--- src/rtl/kan_pkg.sv ---
// kan_pkg: shared FSM encoding, weight-select codes and output clamping helpers
package kan_pkg;
    typedef enum logic [1:0] {IDLE, MAC, DONE} state_t;
    localparam logic WSEL_BASE   = 1'b0;
    localparam logic WSEL_SPLINE = 1'b1;
    function automatic logic signed [63:0] sat_to_width(input logic signed [63:0] v, input int w);
        logic signed [63:0] hi, lo;
        hi = (64'sd1 <<< (w - 1)) - 64'sd1;
        lo = -(64'sd1 <<< (w - 1));
        return (v > hi) ? hi : (v < lo) ? lo : v;
    endfunction
    function automatic logic signed [63:0] relu(input logic signed [63:0] v, input logic en);
        return (en && v < 64'sd0) ? 64'sd0 : v;
    endfunction
endpackage

--- src/rtl/kan_mac_unit.sv ---
// kan_mac_unit: accumulates one base + hinge term per cycle and presents the clamped readout
module kan_mac_unit
    import kan_pkg::*;
#(
    parameter int DATA_W   = 16,
    parameter int FRAC_W   = 8,
    parameter int OUT_RELU = 1,
    parameter int ACC_W    = 2*DATA_W + 3
)(
    input  logic                     clk,
    input  logic                     reset,
    input  logic signed [DATA_W-1:0] i_x,
    input  logic signed [DATA_W-1:0] i_base_w,
    input  logic signed [DATA_W-1:0] i_spline_w,
    input  logic                     i_acc_clr,
    input  logic                     i_acc_en,
    output logic        [DATA_W-1:0] o_result
);
    logic signed [ACC_W-1:0]    r_acc;
    logic signed [DATA_W-1:0]   w_x_pos;
    logic signed [2*DATA_W-1:0] w_base_p, w_spline_p;
    logic signed [ACC_W-1:0]    w_sum, w_shift;

    // term = base*x + spline*max(x,0); readout includes the current term so the last one is not lost
    always_comb begin
        w_x_pos    = i_x[DATA_W-1] ? '0 : i_x;
        w_base_p   = i_base_w * i_x;
        w_spline_p = i_spline_w * w_x_pos;
        w_sum      = r_acc + ACC_W'(w_base_p) + ACC_W'(w_spline_p);
        w_shift    = w_sum >>> FRAC_W;
        o_result   = DATA_W'(relu(sat_to_width(64'(w_shift), DATA_W), OUT_RELU != 0));
    end

    // accumulator: clear has priority so the finishing cycle starts the next output from zero
    always_ff @(posedge clk)
        r_acc <= (reset || i_acc_clr) ? '0 : i_acc_en ? w_sum : r_acc;
endmodule

--- src/rtl/kan_linear_seq.sv ---
// kan_linear_seq: time-multiplexed KAN linear layer with handshaked vectors and loadable weights
module kan_linear_seq
    import kan_pkg::*;
#(
    parameter int IN_FEATURES  = 2,
    parameter int OUT_FEATURES = 3,
    parameter int DATA_W       = 16,
    parameter int FRAC_W       = 8,
    parameter int OUT_RELU     = 1,
    parameter int ACC_W        = 2*DATA_W + $clog2(2*IN_FEATURES) + 1
)(
    input  logic                                       clk,
    input  logic                                       reset,
    input  logic                                       in_valid,
    output logic                                       in_ready,
    input  logic [IN_FEATURES*DATA_W-1:0]              in_data,
    output logic                                       out_valid,
    input  logic                                       out_ready,
    output logic [OUT_FEATURES*DATA_W-1:0]             out_data,
    input  logic                                       wr_en,
    input  logic                                       wr_sel,
    input  logic [$clog2(OUT_FEATURES*IN_FEATURES)-1:0] wr_addr,
    input  logic [DATA_W-1:0]                          wr_data,
    output logic                                       busy
);
    localparam int N  = OUT_FEATURES * IN_FEATURES;
    localparam int IW = OUT_FEATURES > 1 ? $clog2(OUT_FEATURES) : 1;
    localparam int JW = IN_FEATURES > 1 ? $clog2(IN_FEATURES) : 1;
    localparam int KW = N > 1 ? $clog2(N) : 1;
    localparam logic [IW-1:0] I_LAST = IW'(OUT_FEATURES - 1);
    localparam logic [JW-1:0] J_LAST = JW'(IN_FEATURES - 1);

    state_t            r_state, w_next;
    logic [IW-1:0]     r_i;
    logic [JW-1:0]     r_j;
    logic [KW-1:0]     r_k;
    logic [DATA_W-1:0] r_x [IN_FEATURES];
    logic [DATA_W-1:0] r_y [OUT_FEATURES];
    logic [DATA_W-1:0] r_base_w [N];
    logic [DATA_W-1:0] r_spline_w [N];
    logic              w_last_j, w_take, w_wr;
    logic [DATA_W-1:0] w_result;

    assign w_last_j = r_j == J_LAST;
    assign w_take   = r_state == IDLE && in_valid;
    assign w_wr     = wr_en && r_state == IDLE && int'(wr_addr) < N;

    // state register
    always_ff @(posedge clk)
        r_state <= reset ? IDLE : w_next;

    // next state; handshake outputs decode from registered state only
    always_comb begin
        w_next    = r_state;
        in_ready  = 1'b0;
        out_valid = 1'b0;
        busy      = 1'b0;
        case (r_state)
            IDLE: begin
                in_ready = 1'b1;
                if (in_valid) w_next = MAC;
            end
            MAC: begin
                busy = 1'b1;
                if (w_last_j && r_i == I_LAST) w_next = DONE;
            end
            DONE: begin
                out_valid = 1'b1;
                busy      = 1'b1;
                if (out_ready) w_next = IDLE;
            end
            default: w_next = IDLE;
        endcase
    end

    // weight RAMs: written only while idle, deliberately left untouched by reset
    always_ff @(posedge clk) begin
        if (w_wr && wr_sel == WSEL_BASE) r_base_w[wr_addr] <= wr_data;
        if (w_wr && wr_sel == WSEL_SPLINE) r_spline_w[wr_addr] <= wr_data;
    end

    // vector capture, (i,j) walk with j fastest, and per-output writeback
    always_ff @(posedge clk) begin
        if (reset) begin
            r_i <= '0;
            r_j <= '0;
            r_k <= '0;
            for (int n = 0; n < OUT_FEATURES; n++) r_y[n] <= '0;
        end else if (w_take) begin
            for (int n = 0; n < IN_FEATURES; n++) r_x[n] <= in_data[n*DATA_W +: DATA_W];
            r_i <= '0;
            r_j <= '0;
            r_k <= '0;
        end else if (r_state == MAC) begin
            r_k <= r_k + KW'(1);
            r_j <= w_last_j ? '0 : r_j + JW'(1);
            if (w_last_j) begin
                r_y[r_i] <= w_result;
                r_i      <= r_i + IW'(1);
            end
        end
    end

    // flatten the output registers onto the port
    always_comb begin
        out_data = '0;
        for (int n = 0; n < OUT_FEATURES; n++) out_data[n*DATA_W +: DATA_W] = r_y[n];
    end

    kan_mac_unit #(
        .DATA_W   (DATA_W),
        .FRAC_W   (FRAC_W),
        .OUT_RELU (OUT_RELU),
        .ACC_W    (ACC_W)
    ) u_mac (
        .clk        (clk),
        .reset      (reset),
        .i_x        (r_x[r_j]),
        .i_base_w   (r_base_w[r_k]),
        .i_spline_w (r_spline_w[r_k]),
        .i_acc_clr  (r_state != MAC || w_last_j),
        .i_acc_en   (r_state == MAC),
        .o_result   (w_result)
    );
endmodule

--- config.mk ---
export PLATFORM = sky130hd
export DESIGN_NAME = kan_linear_seq
export DESIGN_NICKNAME = d
export VERILOG_FILES = /design/src/rtl/kan_pkg.sv /design/src/rtl/kan_mac_unit.sv /design/src/rtl/kan_linear_seq.sv
export SDC_FILE = /design/constraint.sdc
export NUM_CORES = 2
export LEC_CHECK = 0
export BUFFER_PORTS_ARGS = -buffer_cell sky130_fd_sc_hd__buf_2
export CORE_ASPECT_RATIO = 0.8
export CORE_MARGIN = 2
export CORE_UTILIZATION = 30
export DETAILED_ROUTE_END_ITERATION = 12
export PLACE_DENSITY = 0.41
export SYNTH_ARGS = -nofsm -noshare
export SYNTH_HDL_FRONTEND = slang
export SYNTH_SLANG_ARGS = --single-unit
--- constraint.sdc ---
create_clock -name clk -period 19.1 [get_ports clk]
set_input_delay 3.82 -clock clk [delete_from_list [all_inputs] [get_ports clk]]
set_output_delay 3.82 -clock clk [all_outputs]
set_load 0.005 [all_outputs]
==> flow_metrics.env <==
export IMPL_rr_worst_depth=36
export IMPL_hold_buffers=0
export IMPL_critPathMaxFanout=29
export IMPL_syn2layout_area_growth_pct=11.39
export IMPL_portBuffers=107
export IMPL_cts_made_buffers=37
export IMPL_drt_antenna_violating_nets=0
export IMPL_hold_class="reg2reg"
export IMPL_dr_pass1_iters=5
export IMPL_rows=109
export IMPL_avgViaCountPerCell=4.492
export IMPL_final_hold_violation_count=0
export IMPL_synth_edf_count=272
export IMPL_crit_path_end_kind="register"
export IMPL_post_cts_resized=0
export IMPL_syn_num_nets=3973
export IMPL_clkTransAtPathRegs_ns=0.06
export IMPL_wl_per_cell_um=21.16
export IMPL_wl_um=100600
export IMPL_grt_first_pass_wirelength_um=155000
export IMPL_fp_dieW_um=378.9
export IMPL_dieArea_mm2=0.1151
export IMPL_relSlewSlack_pct=14.65
export IMPL_fin_nets=4090
export IMPL_vias=21350
export IMPL_avgSynthCellArea_um2=10.85
export IMPL_finalSetupViolCount=0
export IMPL_worstSetupPathType="reg2reg"
export IMPL_grt_pass1_vias=23140
export IMPL_cts_tree="yes"
export IMPL_numClockSinks=319
export IMPL_start_util_pct=30.38
export IMPL_gp_congestion=0.8478
export IMPL_synth_ff_type="edfxtp_1"
export IMPL_fin_tns_setup_ns=0
export IMPL_worst_hold_startpoint="u_mac.r_acc[5]"
export IMPL_grt_max_degree=49
export IMPL_synth_area_mm2=0.03372
export IMPL_grt_use_total_pct=18.24
export IMPL_synthArstFlopShare_pct=0
export IMPL_cap_violations=0
export IMPL_cts_root_buf="clkbuf_16"
export IMPL_drive_above_1_share_pct=9.007
export IMPL_startpoint_type="register"
export IMPL_hpwlAfterDp_um=81580
export IMPL_first_iter_violations=1354
export IMPL_maxSlewViolCount=0
export IMPL_ys_seq_area_share_pct=27.01
export IMPL_fin_crit_sh_pct=61.65
export IMPL_yosysWarnings=0
export IMPL_required_ns=19.48
export IMPL_core_mm2=0.1110
export IMPL_yosysUniqueCellTypes=65
export IMPL_antenna_found_initial=1
export IMPL_tightest_slew_ns=1.280
export IMPL_skew_ns=0.03088
export IMPL_rsz0062_at_grt="false"
export IMPL_gr_total_overflow=0
export IMPL_insertion_delay_ns=0.58
export IMPL_io_pins=108
export IMPL_ys_seq_elements=319
export IMPL_critical_path_arrival_ns=12.16
export IMPL_holdPathStages=2
export IMPL_die_h_um=303.9
export IMPL_drc=0
export IMPL_outcome="completed"
export IMPL_cp_slowest_cell="nor2_1"
export IMPL_cpPeakStageDelay_ns=0.87
export IMPL_fin_crit_ns=11.78
export IMPL_cts_buffer_depth=3
export IMPL_h_tree_depth=2
export IMPL_fmax_ghz=0.08492
export IMPL_post_cts_buffers=0
export IMPL_fillers=11350
export IMPL_synthCells=3108
final timing paths:
path                    end  slack [ns]
max               r_y[2][7]        7.32
min          u_mac.r_acc[5]        0.49
max reg2reg       r_y[2][7]        7.32
min reg2reg  u_mac.r_acc[5]        0.49
cells by family after synthesis:
| family | share of synthesized area [%] |
|---|---|
| fa+ha+maj | 44.25 |
| xor+xnor | 1.091 |
| buf+inv | 9.650 |
| compound gates | 3.955 |
| simple gates | 8.886 |
| flops | 27.01 |
| mux | 5.161 |
through the flow:
step                hold WS [ns]  cell area (µm²)  setup WS, ns  std cells  util, %
finish                    0.4894            37560         7.324       4753    33.84
global route              0.5115            37560         6.450       4751    33.83
CTS                       0.4942            37560         7.153       4751    33.83
detailed placement        0.4826            36320         7.234       4684    32.72
global placement          0.4750            36320         7.221       4684    32.72
floorplan                 0.4604            33720         8.843       3108        -
final cells by class:
class | instances | area, µm² | share of cell area (%)
multi-input combinational | 1928 | 21440 | 57.06
timing repair buffer | 171 | 1016 | 2.705
inverter | 768 | 2883 | 7.674
sequential | 319 | 9115 | 24.26
clock buffer | 50 | 1027 | 2.735
clock inverter | 17 | 209.0 | 0.5562
antenna | 2 | 5.005 | 0.01332
tap | 1498 | 1874 | 4.990
routing by layer:
layer	vias up	track usage [%]	part of all wire, %
li1	9746	-	-
met3	74	4.278	7.1
met5	-	0	0
met1	10940	30.42	54
met2	595	23.48	38
met4	0	3.055	1.4
worst max-delay path: cells and delay by family, from the launching register on:
family | cells | cell delay, ns
compound gates | 3 | 0.57
fa+ha+maj | 10 | 4.48
buf+inv | 11 | 2.00
flops | 1 | 0.85
mux | 2 | 0.67
simple gates | 10 | 3.02
state kept, by name (all words and copies together), names as in the netlist, named ones only:
| name | cells |
|---|---|
| u_mac.r_acc | 35 |
| r_spline_w | 96 |
| r_state | 2 |
| r_y | 48 |
| r_x | 32 |
| r_base_w | 96 |
| r_i | 2 |
| r_j | 1 |
| r_k | 3 |
cells in the final DEF (no fill, tap or decap), types with 16 or more instances in the layout:
cell type	instances
xnor2_1	33
clkbuf_16	39
and2_1	16
a21oi_1	110
nor2_1	298
mux4_2	32
edfxtp_1	272
buf_4	64
dfxtp_1	44
a21o_1	41
nand2_1	331
buf_2	107
ha_1	166
mux2i_1	81
inv_1	768
fa_1	641
synth_stat cells (5+ instances only):
cell type / n / area (µm²)
a21o_1: 41 / 307.8
o21ai_0: 13 / 65.06
inv_1: 768 / 2883
clkbuf_1: 75 / 281.5
nand2b_1: 13 / 81.33
ha_1: 167 / 2090
fa_1: 641 / 12830
nor2b_1: 8 / 50.05
and2_1: 16 / 100.1
xor2_1: 9 / 78.83
mux2i_1: 85 / 850.8
xnor2_1: 33 / 289.0
a211oi_1: 8 / 60.06
nand4_1: 11 / 68.82
nor3_1: 18 / 90.09
buf_1: 12 / 45.04
edfxtp_1: 272 / 8168
o21a_1: 5 / 37.54
a21oi_1: 111 / 555.5
nor2_1: 299 / 1122
mux2_2: 14 / 157.7
dfxtp_1: 47 / 940.9
nand2_1: 331 / 1242
nand3_1: 12 / 60.06
and3_1: 5 / 31.28
mux4_2: 32 / 720.7
Power is not shown: default switching activity piles up to over one toggle a cycle in this logic, so the estimate is an artifact.
